### config.mk
export PLATFORM = sky130hd
export DESIGN_NAME = spin_readout_streamer
export DESIGN_NICKNAME = d
export VERILOG_FILES = /design/src/rtl/ising_stream_pkg.sv /design/src/rtl/spin_frame_fifo.sv /design/src/rtl/spin_readout_streamer.sv
export SDC_FILE = /design/constraint.sdc
export NUM_CORES = 1
export LEC_CHECK = 0
export ABC_AREA = 1
export BUFFER_PORTS_ARGS = -buffer_cell sky130_fd_sc_hd__buf_2
export CELL_PAD_IN_SITES_DETAIL_PLACEMENT = 2
export CELL_PAD_IN_SITES_GLOBAL_PLACEMENT = 2
export CORE_MARGIN = 2
export CORE_UTILIZATION = 31
export CTS_BUF_LIST = sky130_fd_sc_hd__clkbuf_8 sky130_fd_sc_hd__clkbuf_16
export DETAILED_ROUTE_END_ITERATION = 10
export PLACE_DENSITY = 0.62
export SYNTH_ARGS = -nofsm -noshare
export SYNTH_HDL_FRONTEND = slang
export SYNTH_SLANG_ARGS = --single-unit
### constraint.sdc
create_clock -name i_clk -period 15.1 [get_ports i_clk]
set_input_delay 3.775 -clock i_clk [delete_from_list [all_inputs] [get_ports i_clk]]
set_output_delay 3.775 -clock i_clk [all_outputs]
set_load 0.05 [all_outputs]
### src/rtl/ising_stream_pkg.sv
// Shared types and helpers for the spin readout streaming path.
package ising_stream_pkg;

    localparam int SEQ_W = 8;

    typedef enum logic [1:0] {IDLE, LOAD, HDR, DATA} stream_state_e;

    function automatic int words_per_frame(input int num_spins, input int word_w);
        return (num_spins + word_w - 1) / word_w;
    endfunction

endpackage

### src/rtl/spin_frame_fifo.sv
// Register-based frame FIFO; a push into a full FIFO is accepted when a pop happens in the same cycle.
module spin_frame_fifo #(
    parameter int W     = 58,
    parameter int DEPTH = 16
) (
    input  logic                     clk_i,
    input  logic                     rst_i,
    input  logic                     clear_i,
    input  logic                     push_i,
    input  logic                     pop_i,
    input  logic [W-1:0]             wdata_i,
    output logic [W-1:0]             rdata_o,
    output logic                     push_ok_o,
    output logic [$clog2(DEPTH):0]   count_o,
    output logic                     full_o,
    output logic                     empty_o
);
    localparam int AW = $clog2(DEPTH);
    localparam logic [AW:0] FULL_CNT = DEPTH[AW:0];

    logic [W-1:0] mem_q [DEPTH];
    logic [AW:0]  wr_q, wr_d, rd_q, rd_d;
    logic         do_pop;

    // Pointers carry one extra wrap bit so full and empty stay distinguishable.
    assign count_o   = wr_q - rd_q;
    assign full_o    = (count_o == FULL_CNT);
    assign empty_o   = (count_o == '0);
    assign do_pop    = pop_i && !empty_o;
    assign push_ok_o = push_i && (!full_o || do_pop);
    assign rdata_o   = mem_q[rd_q[AW-1:0]];

    always_comb begin
        wr_d = wr_q;
        rd_d = rd_q;
        if (clear_i) begin
            wr_d = '0;
            rd_d = '0;
        end else begin
            if (push_ok_o) wr_d = wr_q + 1'b1;
            if (do_pop)    rd_d = rd_q + 1'b1;
        end
    end

    always_ff @(posedge clk_i or posedge rst_i) begin
        if (rst_i) begin
            wr_q <= '0;
            rd_q <= '0;
        end else begin
            wr_q <= wr_d;
            rd_q <= rd_d;
        end
    end

    always_ff @(posedge clk_i) begin
        if (push_ok_o && !clear_i) mem_q[wr_q[AW-1:0]] <= wdata_i;
    end

endmodule

### src/rtl/spin_readout_streamer.sv
// Buffers sequence-tagged spin snapshots and serialises them as header + data words over valid/ready.
module spin_readout_streamer
    import ising_stream_pkg::*;
#(
    parameter int NUM_SPINS = 50,
    parameter int WORD_W    = 8,
    parameter int DEPTH     = 16,
    parameter int HDR_EN    = 1
) (
    input  logic                    i_clk,
    input  logic                    i_rst,
    input  logic                    i_clear,
    input  logic                    i_sample,
    input  logic [NUM_SPINS-1:0]    i_spin_read_out,
    input  logic                    i_stream_en,
    output logic [WORD_W-1:0]       o_word,
    output logic                    o_word_valid,
    input  logic                    i_word_ready,
    output logic                    o_oe_n,
    output logic                    o_ie,
    output logic [$clog2(DEPTH):0]  o_count,
    output logic                    o_full,
    output logic                    o_empty,
    output logic                    o_overflow,
    output logic                    o_busy
);
    localparam int WPF = words_per_frame(NUM_SPINS, WORD_W);
    localparam int SRW = WPF * WORD_W;
    localparam int IW  = $clog2(WPF + 1);
    localparam int HB  = (WORD_W < SEQ_W) ? WORD_W : SEQ_W;
    localparam logic [IW-1:0] LAST_IDX = IW'(WPF - 1);

    stream_state_e              state_q, state_d;
    logic [SEQ_W-1:0]           seq_q, seq_d, fseq_q, fseq_d;
    logic [SRW-1:0]             sr_q, sr_d;
    logic [IW-1:0]              idx_q, idx_d;
    logic                       ovf_q, ovf_d;
    logic                       push, push_ok, pop;
    logic [SEQ_W+NUM_SPINS-1:0] rdata;
    logic [WORD_W-1:0]          hdr_word;

    assign push = i_sample && !i_clear;

    spin_frame_fifo #(.W(SEQ_W + NUM_SPINS), .DEPTH(DEPTH)) u_fifo (
        .clk_i     (i_clk),
        .rst_i     (i_rst),
        .clear_i   (i_clear),
        .push_i    (push),
        .pop_i     (pop),
        .wdata_i   ({seq_q, i_spin_read_out}),
        .rdata_o   (rdata),
        .push_ok_o (push_ok),
        .count_o   (o_count),
        .full_o    (o_full),
        .empty_o   (o_empty)
    );

    always_comb begin
        hdr_word = '0;
        for (int b = 0; b < HB; b++) hdr_word[b] = fseq_q[b];
    end

    always_comb begin
        state_d = state_q;
        sr_d    = sr_q;
        idx_d   = idx_q;
        fseq_d  = fseq_q;
        pop     = 1'b0;
        case (state_q)
            IDLE: if (i_stream_en && !o_empty) state_d = LOAD;
            LOAD: begin
                pop                   = 1'b1;
                fseq_d                = rdata[NUM_SPINS +: SEQ_W];
                sr_d                  = '0;
                sr_d[NUM_SPINS-1:0]   = rdata[NUM_SPINS-1:0];
                idx_d                 = '0;
                state_d               = (HDR_EN != 0) ? HDR : DATA;
            end
            HDR: if (i_word_ready) state_d = DATA;
            DATA: if (i_word_ready) begin
                sr_d  = sr_q >> WORD_W;
                idx_d = idx_q + 1'b1;
                if (idx_q == LAST_IDX)
                    state_d = (i_stream_en && !o_empty) ? LOAD : IDLE;
            end
            default: state_d = IDLE;
        endcase
        if (i_clear) begin
            state_d = IDLE;
            pop     = 1'b0;
        end
    end

    // Sequence advances on every sample, accepted or dropped, so gaps show up in headers.
    always_comb begin
        seq_d = seq_q;
        ovf_d = ovf_q;
        if (i_clear) begin
            seq_d = '0;
            ovf_d = 1'b0;
        end else begin
            if (i_sample)           seq_d = seq_q + 1'b1;
            if (push && !push_ok)   ovf_d = 1'b1;
        end
    end

    always_ff @(posedge i_clk or posedge i_rst) begin
        if (i_rst) begin
            state_q <= IDLE;
            seq_q   <= '0;
            fseq_q  <= '0;
            sr_q    <= '0;
            idx_q   <= '0;
            ovf_q   <= 1'b0;
        end else begin
            state_q <= state_d;
            seq_q   <= seq_d;
            fseq_q  <= fseq_d;
            sr_q    <= sr_d;
            idx_q   <= idx_d;
            ovf_q   <= ovf_d;
        end
    end

    assign o_word_valid = (state_q == HDR) || (state_q == DATA);
    assign o_word       = (state_q == HDR)  ? hdr_word :
                          (state_q == DATA) ? sr_q[WORD_W-1:0] : '0;
    assign o_busy       = (state_q != IDLE);
    assign o_oe_n       = !o_busy;
    assign o_ie         = !o_busy;
    assign o_overflow   = ovf_q;

endmodule

Word-level counts from Yosys, hierarchy flattened
Memories as Yosys holds them, arrays and structs flattened.
Cells that the tools add are included.
{ "word_totals": {"in_bits": 56, "register_bits": 88, "n_memories": 1, "output_inout_bits": 20, "elab_cells": 72, "ram_bits": 928} }
{ "memory_table": {"columns": ["memory", "words", "width", "rd", "rd_ports_with_merged_regs", "wr", "line_no", "rtl"], "rows": [
  ["u_fifo.mem_q", 16, 58, 1, 0, 1, "spin_frame_fifo.sv:21", "logic [W-1:0] mem_q [DEPTH];"]
]} }
{ "classes": {"n_addsub": 5, "reduce_logical": 23, "n_mux": 25, "n_eq_ne": 10} }
{ "ops": {"columns": ["op", "n"], "rows": [
  ["case mux 56 bit (2 select lines)", 1],
  ["2-to-1 mux 56 bit", 1],
  ["2-to-1 mux 8 bit", 4],
  ["2-to-1 mux 5 bit", 4],
  ["!= test 3 bit, second input constant", 4],
  ["nonzero test 2 bit", 6],
  ["adder 5 x 1 -> 5 bit, second input constant", 2],
  ["2-to-1 mux 2 bit", 5],
  ["adder 8 x 1 -> 8 bit, second input constant", 1],
  ["case mux 2 bit (4 select lines)", 1],
  ["2-to-1 mux 1 bit", 7],
  ["logical AND 1 bit", 6],
  ["case mux 3 bit (2 select lines)", 1],
  ["equality test 5 bit, second input constant", 1],
  ["zero test 1 bit", 5],
  ["zero test 5 bit", 1],
  ["subtractor 5 bit", 1],
  ["equality test 2 bit, second input constant", 2],
  ["AND reduction 4 bit", 1],
  ["adder 3 x 1 -> 3 bit, second input constant", 1],
  ["equality test 3 bit, second input constant", 1],
  ["2-to-1 mux 3 bit", 1],
  ["equality test 2 x 1 -> 1 bit, second input constant", 1],
  ["zero test 2 bit", 1],
  ["3 further kinds", 4]
]} }

Longest topological paths before layout
Gate-level depths: netlist of run 1.
{ "logic_depth": {"depth_word": 10, "ltp_mapped": 16, "depth_no_buf": 15} }

By module
Synthesis of run 1 repeated with hierarchy kept, for this count alone.
{ "hier_totals": {"hier_cells": 3100, "hier_area_um2": 40082.2} }
{ "modules_own_cells": {"columns": ["mod", "cells_each", "seq_area_each_um2", "area_each_um2", "instances"], "rows": [
  ["spin_frame_fifo", 2674, 28117.0, 36646.4, 1],
  ["spin_readout_streamer", 426, 1801.7, 3435.8, 1]
]} }

Worst setup path after synthesis of run 1
Ideal clock, no wire load.
{ "synth_timing": {"path_kind": "in2reg", "from": "input port i_clear", "to": "memory u_fifo.mem_q[2][0] (enable)", "path_stages": 6, "setup_slack_ps": 6208, "path_buffers": 1, "setup_ps": 545, "required_time_ps": 14555, "t_arrival_ps": 8347, "cell_sequence": "nor2_1 inv_1 nand4_2 nand2_2 buf_2 nor3_1"} }
{ "synth_via": {"elab_chain_cells": 7, "word_cells_on_any_way": 9, "cone_classes": "mux: 3; reduce/logical: 6"} }
{ "synth_lines": {"columns": ["item", "line_no", "rtl"], "rows": [
  ["start, declared", "spin_readout_streamer.sv:12", "input logic i_clear,"],
  ["2-to-1 mux 1 bit", "spin_readout_streamer.sv:88", "if (i_clear) begin"],
  ["logical AND 1 bit", "spin_frame_fifo.sv:29", "assign do_pop = pop_i && !empty_o;"],
  ["logical OR 1 bit", "spin_frame_fifo.sv:30", "assign push_ok_o = push_i && (!full_o || do_pop);"],
  ["logical AND 1 bit", "spin_frame_fifo.sv:30", null],
  ["logical AND 1 bit *", "spin_frame_fifo.sv:56", "if (push_ok_o && !clear_i) mem_q[wr_q[AW-1:0]] <= wdata_i;"],
  ["2-to-1 mux 1 bit *", "spin_frame_fifo.sv:56", null],
  ["2-to-1 mux 1 bit (not written as such) *", "spin_frame_fifo.sv:56", null],
  ["end, declared", "spin_frame_fifo.sv:21", null]
]} }
Every way passes the cells marked *; elsewhere a longest branch is shown, timed or not.

Worst setup path in the final report of run 1
{ "layout_timing": {"from": "register u_fifo.rd_q[2]", "to": "output port o_full"} }
{ "layout_via": {"elab_chain_cells": 2} }
{ "layout_lines": {"columns": ["item", "line_no", "rtl"], "rows": [
  ["start, declared", "spin_frame_fifo.sv:22", "logic [AW:0] wr_q, wr_d, rd_q, rd_d;"],
  ["start signal, assigned", "spin_frame_fifo.sv:51", "rd_q <= rd_d;"],
  ["subtractor 5 bit", "spin_frame_fifo.sv:26", "assign count_o = wr_q - rd_q;"],
  ["equality test 5 bit", "spin_frame_fifo.sv:27", "assign full_o = (count_o == FULL_CNT);"],
  ["end, declared", "spin_readout_streamer.sv:22", "output logic o_full,"]
]} }
Every way passes these cells.

==> results of run 1 <==
## per-layer routing
metal  wire, µm  global-route usage  vias to the layer above  part of all wire
met5         21                   0                        -           0.00016
met4       2710              0.0516                        4             0.021
met3       3920              0.0214                      162             0.030
met2      64700               0.335                      416              0.50
met1      58500               0.255                    14000              0.45
li1           -                   -                    11800                 -
## per-stage QoR
stage	cell area [µm²]	instances	utilization	hold slack, ns	setup slack, ns
5_1_grt	46000	5100	0.355	0.513	7.30
2_1_floorplan	40600	3245	-	0.449	6.21
3_3_place_gp	42600	4895	0.328	0.467	8.45
6_report	46000	5100	0.355	0.487	7.62
3_5_place_dp	42600	4895	0.328	0.468	8.33
4_1_cts	46000	5099	0.355	0.486	7.50
## flip-flops by register name (all words and copies together) (netlist names)
signal	count
u_fifo.wr_q	5
seq_q	8
sr_q	50
u_fifo.rd_q	5
fseq_q	8
idx_q	3
o_overflow	1
u_fifo.mem_q	928
state_q	2
## cell families after synthesis
family | after synthesis
flops | 1010
xor+xnor | 6
simple gates | 1132
compound gates | 805
buf+inv | 274
fa+ha+maj | 18
## cell usage in the layout (no fill, tap or decap), types with 12 or more instances in the layout
cell type and count:
clkbuf_16 111, a21oi_1 12, dfrtp_1 78, clkinv_2 21, nor2_1 757, clkinv_1 18, o22ai_1 35, nor3_2 15
nand2_1 205, buf_4 51, o21ai_0 338, ha_1 17, o21ai_1 213, o211ai_1 196, nand3_1 146, buf_2 75
edfxtp_1 928, inv_1 80
## worst reg2reg max path: cells and delay by family (launching register included)
kind	cells	cell delay, ns
buffers and inverters	3	1.55
adder cells (fa/ha/maj)	1	0.50
flip-flops	1	1.00
AND/OR/NAND/NOR	6	1.24
## power groups by stage
stage          Sequential, mW  Clock, mW  Combinational, mW
5_1_grt                  3.30       2.76               1.60
3_5_place_dp             3.35          0               1.46
6_report                 3.29       2.59               1.42
2_1_floorplan            3.29          0              0.977
4_1_cts                  3.29       2.66               1.46
3_3_place_gp             3.34          0               1.42
## area by class of cell
type	instances	area share
flip-flops and latches	1010	0.650
well taps	1742	0.0474
repair buffers	128	0.0173
clock buffers	119	0.0627
diodes	1	0.0000544
inverters	54	0.00511
clock inverters	85	0.0120
multi-input cells	1961	0.205
## worst min-delay path by stage
stage	cells after the start	end	slack (ns)	start
2_1_floorplan	2	sr_q[0]	0.45	sr_q[0]
3_3_place_gp	2	sr_q[34]	0.47	sr_q[34]
3_5_place_dp	2	sr_q[40]	0.47	sr_q[40]
4_1_cts	2	sr_q[40]	0.49	sr_q[40]
5_1_grt	2	sr_q[27]	0.51	sr_q[27]
6_report	2	sr_q[38]	0.49	sr_q[38]
==> results.json, run 1 <==
{
  "r2r_cells": 10,
  "post-route-period-util": 0.495,
  "path_clk_slew_ns": 0.06,
  "yosysSeqAreaShare": 0.737,
  "synthSimpleGateAreaFrac": 0.110,
  "drive_gt1_frac": 0.0929,
  "syn_nets": 3319,
  "maxSlewHeadroom": 0.189,
  "path_buf_inv": 3,
  "crit_cells": 8,
  "cts-root-buf": "clkbuf_16",
  "worstHoldPathType": "register to register",
  "vias_per_cell": 5.18,
  "r2r_slack_ns": 10.36,
  "slew_violations": 0,
  "finalNetCount": 3340,
  "start_kind": "register",
  "p_per_area_nw_per_um2": 159,
  "synth_edf_count": 928,
  "post_cts_buffers": 0,
  "fill_cells": 13500,
  "slowest_delay_ns": 1.00,
  "switching_power_mw": 2.32,
  "hold_buffers": 0,
  "io_pins": 76,
  "postRouteAntennaNets": 0,
  "grt_usage": 0.193,
  "grt_pass1_wl_mm": 194,
  "synthFlopType": "edfxtp_1",
  "setup_tns_ns": 0,
  "die_w_um": 366,
  "max_freq_mhz": 134,
  "grt_pass1_vias": 28700,
  "hold_viol_final": 0,
  "r2r_start": "u_fifo.rd_q[2]",
  "min_period_ns": 7.48,
  "syn_area_um2": 40600,
  "core_um2": 130000,
  "clockPowerShare": 0.355,
  "async_reset_ff_frac": 0.0812,
  "critPathRequiredTime_ns": 11.32,
  "antenna_found_initial": 8,
  "htree_levels": 3,
  "path_cells": "inv_6 > ha_1 > a21oi_1 > nand3_1 > nand2_1 > inv_1 > nor4_1 > buf_2",
  "muxShareOfSynthArea": 0,
  "grt_setup_unrepaired": "false",
  "start_util": 0.313,
  "yosys.area.top_type": "edfxtp_1",
  "cp-end-kind": "output port",
  "yosysTopAreaCellShare": 0.686,
  "crit_path_max_fanout": 68,
  "wire_per_inst_um": 25.5,
  "finClkSkew_ns": 0.0283,
  "crit_path_start": "u_fifo.rd_q[2]",
  "rows": 132,
  "avgSynthCellArea_um2": 12.5,
  "cts_tree": "done",
  "syn_to_final_growth_pct": 13.3,
  "gr-total-overflow": 0,
  "synthXorXnorAreaFrac": 0.00129,
  "maxCapViolations": 0,
  "cp_slowest_cell": "dfrtp_4",
  "p_int_mw": 4.98,
  "dr.pass1.iters": 5,
  "synth.distinct_cells": 34,
  "die_area_um2": 134000,
  "power_frac_seq": 0.451,
  "rr_endpoint": "u_fifo.mem_q[14][32]",
  "cts_sinks": 1010,
  "criticalPathCategory": "register to output port",
  "drt_iter0_markers": 1690,
  "dp_hpwl_mm": 71.0,
  "gp_congestion": 0.722,
  "multi_input_area_um2": 9440,
  "ys_top_cells_by_count": "edfxtp_1, nor2_1, o21ai_0",
  "arrival_ns": 3.71,
  "io_buffers": 75,
  "tightestPinTransition_ns": 1.22,
  "pwr-share-comb": 0.195,
  "synth.area.top_cells": "edfxtp_1, nor2_1, dfrtp_1, o21ai_0, o211ai_1",
  "drc_errors": 0,
  "synth_compound_area_frac": 0.113,
  "ys_warn_count": 0,
  "ys_ff_latch": 1010,
  "syn_inst": 3245,
  "setup_viol": 0,
  "p_leak_nw": 15.6,
  "finalWirelength_mm": 130,
  "vias": 26400,
  "post_cts_resized": 0,
  "path_delay_family": "flip-flops",
  "swShare": 0.317,
  "yosysMostFrequentCell": "edfxtp_1",
  "cts_buffer_depth": 3,
  "ir_worst_vdd_v": 0.000100,
  "synth_top_family_by_area": "compound AO/OA/AOI/OAI gates",
  "cts_buffers": 111,
  "endpoint": "o_full",
  "seq_area_um2": 29900,
  "insertion_delay_ns": 0.74,
  "outcome": "completed",
  "synth_fa_ha_area_frac": 0.00573,
  "finalPower_mw": 7.30,
  "grt_max_degree": 184,
  "die_y_um": 366
}
No activity file was read; power rests on OpenSTA's default activity.
==> inputs of run 2 (changes only) <==
Clock period 15.1 ns to 7.5 ns, I/O delays scaled along.
==> results.json, run 2 (synthesis gave the netlist of run 1 again) <==
{
  "outcome": "completed",
  "rows": 132,
  "arrival_ns": 3.53,
  "p_leak_nw": 15.6,
  "gr-total-overflow": 0,
  "gp_congestion": 0.727,
  "grt_max_degree": 190,
  "cts_sinks": 1010,
  "cp_common_cell": "inv_1",
  "start_kind": "register",
  "drt_iter0_markers": 1911,
  "ir_worst_vdd_v": 0.000171,
  "cts_buffer_depth": 3,
  "crit_path_max_fanout": 64,
  "layout.cells.non_filler": 5097,
  "max_freq_mhz": 185,
  "place_inst": 4888,
  "min_period_ns": 5.41,
  "hold_buffers": 0,
  "layout_commonest_cell": "edfxtp_1",
  "die_w_um": 366,
  "dp_hpwl_mm": 70.3,
  "slowest_delay_ns": 1.00,
  "critPathRequiredTime_ns": 5.62,
  "vias": 26400,
  "cts-root-buf": "clkbuf_16",
  "antenna_found_initial": 8,
  "path_clk_slew_ns": 0.06,
  "criticalPathCategory": "register to output port",
  "grt_usage": 0.189,
  "finClkSkew_ns": 0.0268,
  "setup_viol": 0,
  "cp-end-kind": "output port",
  "cts_buffers": 111,
  "cts_tree": "done",
  "start_util": 0.313,
  "hold_viol_final": 0,
  "die_y_um": 366,
  "maxCapViolations": 0,
  "post_cts_buffers": 0,
  "setup_tns_ns": 0,
  "slew_violations": 0,
  "drc_errors": 0,
  "finalWirelength_mm": 129,
  "grt_pass1_vias": 28200,
  "wire_per_inst_um": 25.3,
  "worstHoldPathType": "register to register",
  "insertion_delay_ns": 0.72,
  "cp_slowest_cell": "dfrtp_4",
  "path_cells": "ha_1 > inv_1 > fa_1 > or2_1 > nor2_1 > nand3_1 > inv_1 > buf_2",
  "post-route-period-util": 0.721,
  "htree_levels": 3,
  "p_per_area_nw_per_um2": 323,
  "path_delay_family": "flip-flops",
  "die_area_um2": 134000,
  "path_buf_inv": 3,
  "r2r_slack_ns": 2.88,
  "core_um2": 130000,
  "post_cts_resized": 0,
  "fill_cells": 13500,
  "largest_register_ff_count": 928,
  "drive_gt1_frac": 0.0916,
  "grt_pass1_wl_mm": 191,
  "mostFrequentLayoutCells": "edfxtp_1, nor2_1, o21ai_0",
  "syn_to_final_growth_pct": 13.6,
  "io_buffers": 75,
  "dr.pass1.iters": 5,
  "tightestPinTransition_ns": 1.18,
  "finalNetCount": 3333,
  "io_pins": 76,
  "grt_setup_unrepaired": "false",
  "postRouteAntennaNets": 0,
  "vias_per_cell": 5.18,
  "maxSlewHeadroom": 0.214
}
-- run 2: through the flow --
| step | util | power, mW | hold slack, ns | area [µm²] | setup WS, ns |
|---|---|---|---|---|---|
| after floorplan | - | 8.59 | 0.449 | 40600 | 0.191 |
| after global placement | 0.328 | 9.62 | 0.465 | 42600 | 2.82 |
| after detailed placement | 0.328 | 9.69 | 0.472 | 42600 | 2.83 |
| after CTS | 0.355 | 15.1 | 0.487 | 46100 | 2.01 |
| after global routing | 0.355 | 15.6 | 0.499 | 46100 | 1.91 |
| final | 0.355 | 14.9 | 0.488 | 46100 | 2.09 |
-- run 2: layout make-up --
| class | instances | area, µm² | area share |
|---|---|---|---|
| Tap cell | 1742 | 2180 | 0.0473 |
| Clock buffer | 124 | 2970 | 0.0643 |
| Multi-Input combinational cell | 1961 | 9440 | 0.205 |
| Timing Repair Buffer | 121 | 771 | 0.0167 |
| Sequential cell | 1010 | 29900 | 0.649 |
| Clock inverter | 83 | 593 | 0.0129 |
| Antenna cell | 2 | 5.00 | 0.000109 |
| Inverter | 54 | 235 | 0.00510 |
-- run 2: where the power goes --
part	switching, mW	internal [mW]	leakage, nW
Sequential	0.197	6.41	9.43
Combinational	2.17	0.749	4.32
Clock	2.30	3.06	1.89
Total	4.67	10.2	15.6
-- run 2: layer usage --
| layer | track usage | vias up | part of all wire |
|---|---|---|---|
| met3 | 0.0224 | 189 | 0.030 |
| met2 | 0.326 | 437 | 0.50 |
| met5 | 0 | - | 0.000093 |
| li1 | - | 11800 | - |
| met1 | 0.248 | 14000 | 0.45 |
| met4 | 0.0602 | 2 | 0.027 |
-- run 2: path summary, 6_finish.rpt --
| check | cells after the start | start | to |
|---|---|---|---|
| worst max-delay path | 8 | u_fifo.rd_q[0] | o_empty |
| worst min-delay path | 2 | sr_q[41] | sr_q[41] |
| worst max register to register | 10 | u_fifo.rd_q[2] | u_fifo.mem_q[13][56] |
| worst min register to register | 2 | sr_q[41] | sr_q[41] |
| max in group asynchronous | 3 | i_rst | u_fifo.rd_q[2] |
| min in group asynchronous | 2 | i_rst | u_fifo.rd_q[1] |
-- run 2: tightest hold or removal path, cell delays in order (launching register included) --
cell	delay [ns]
dfrtp_1	0.35
nand2_1	0.06
nand2_1	0.05
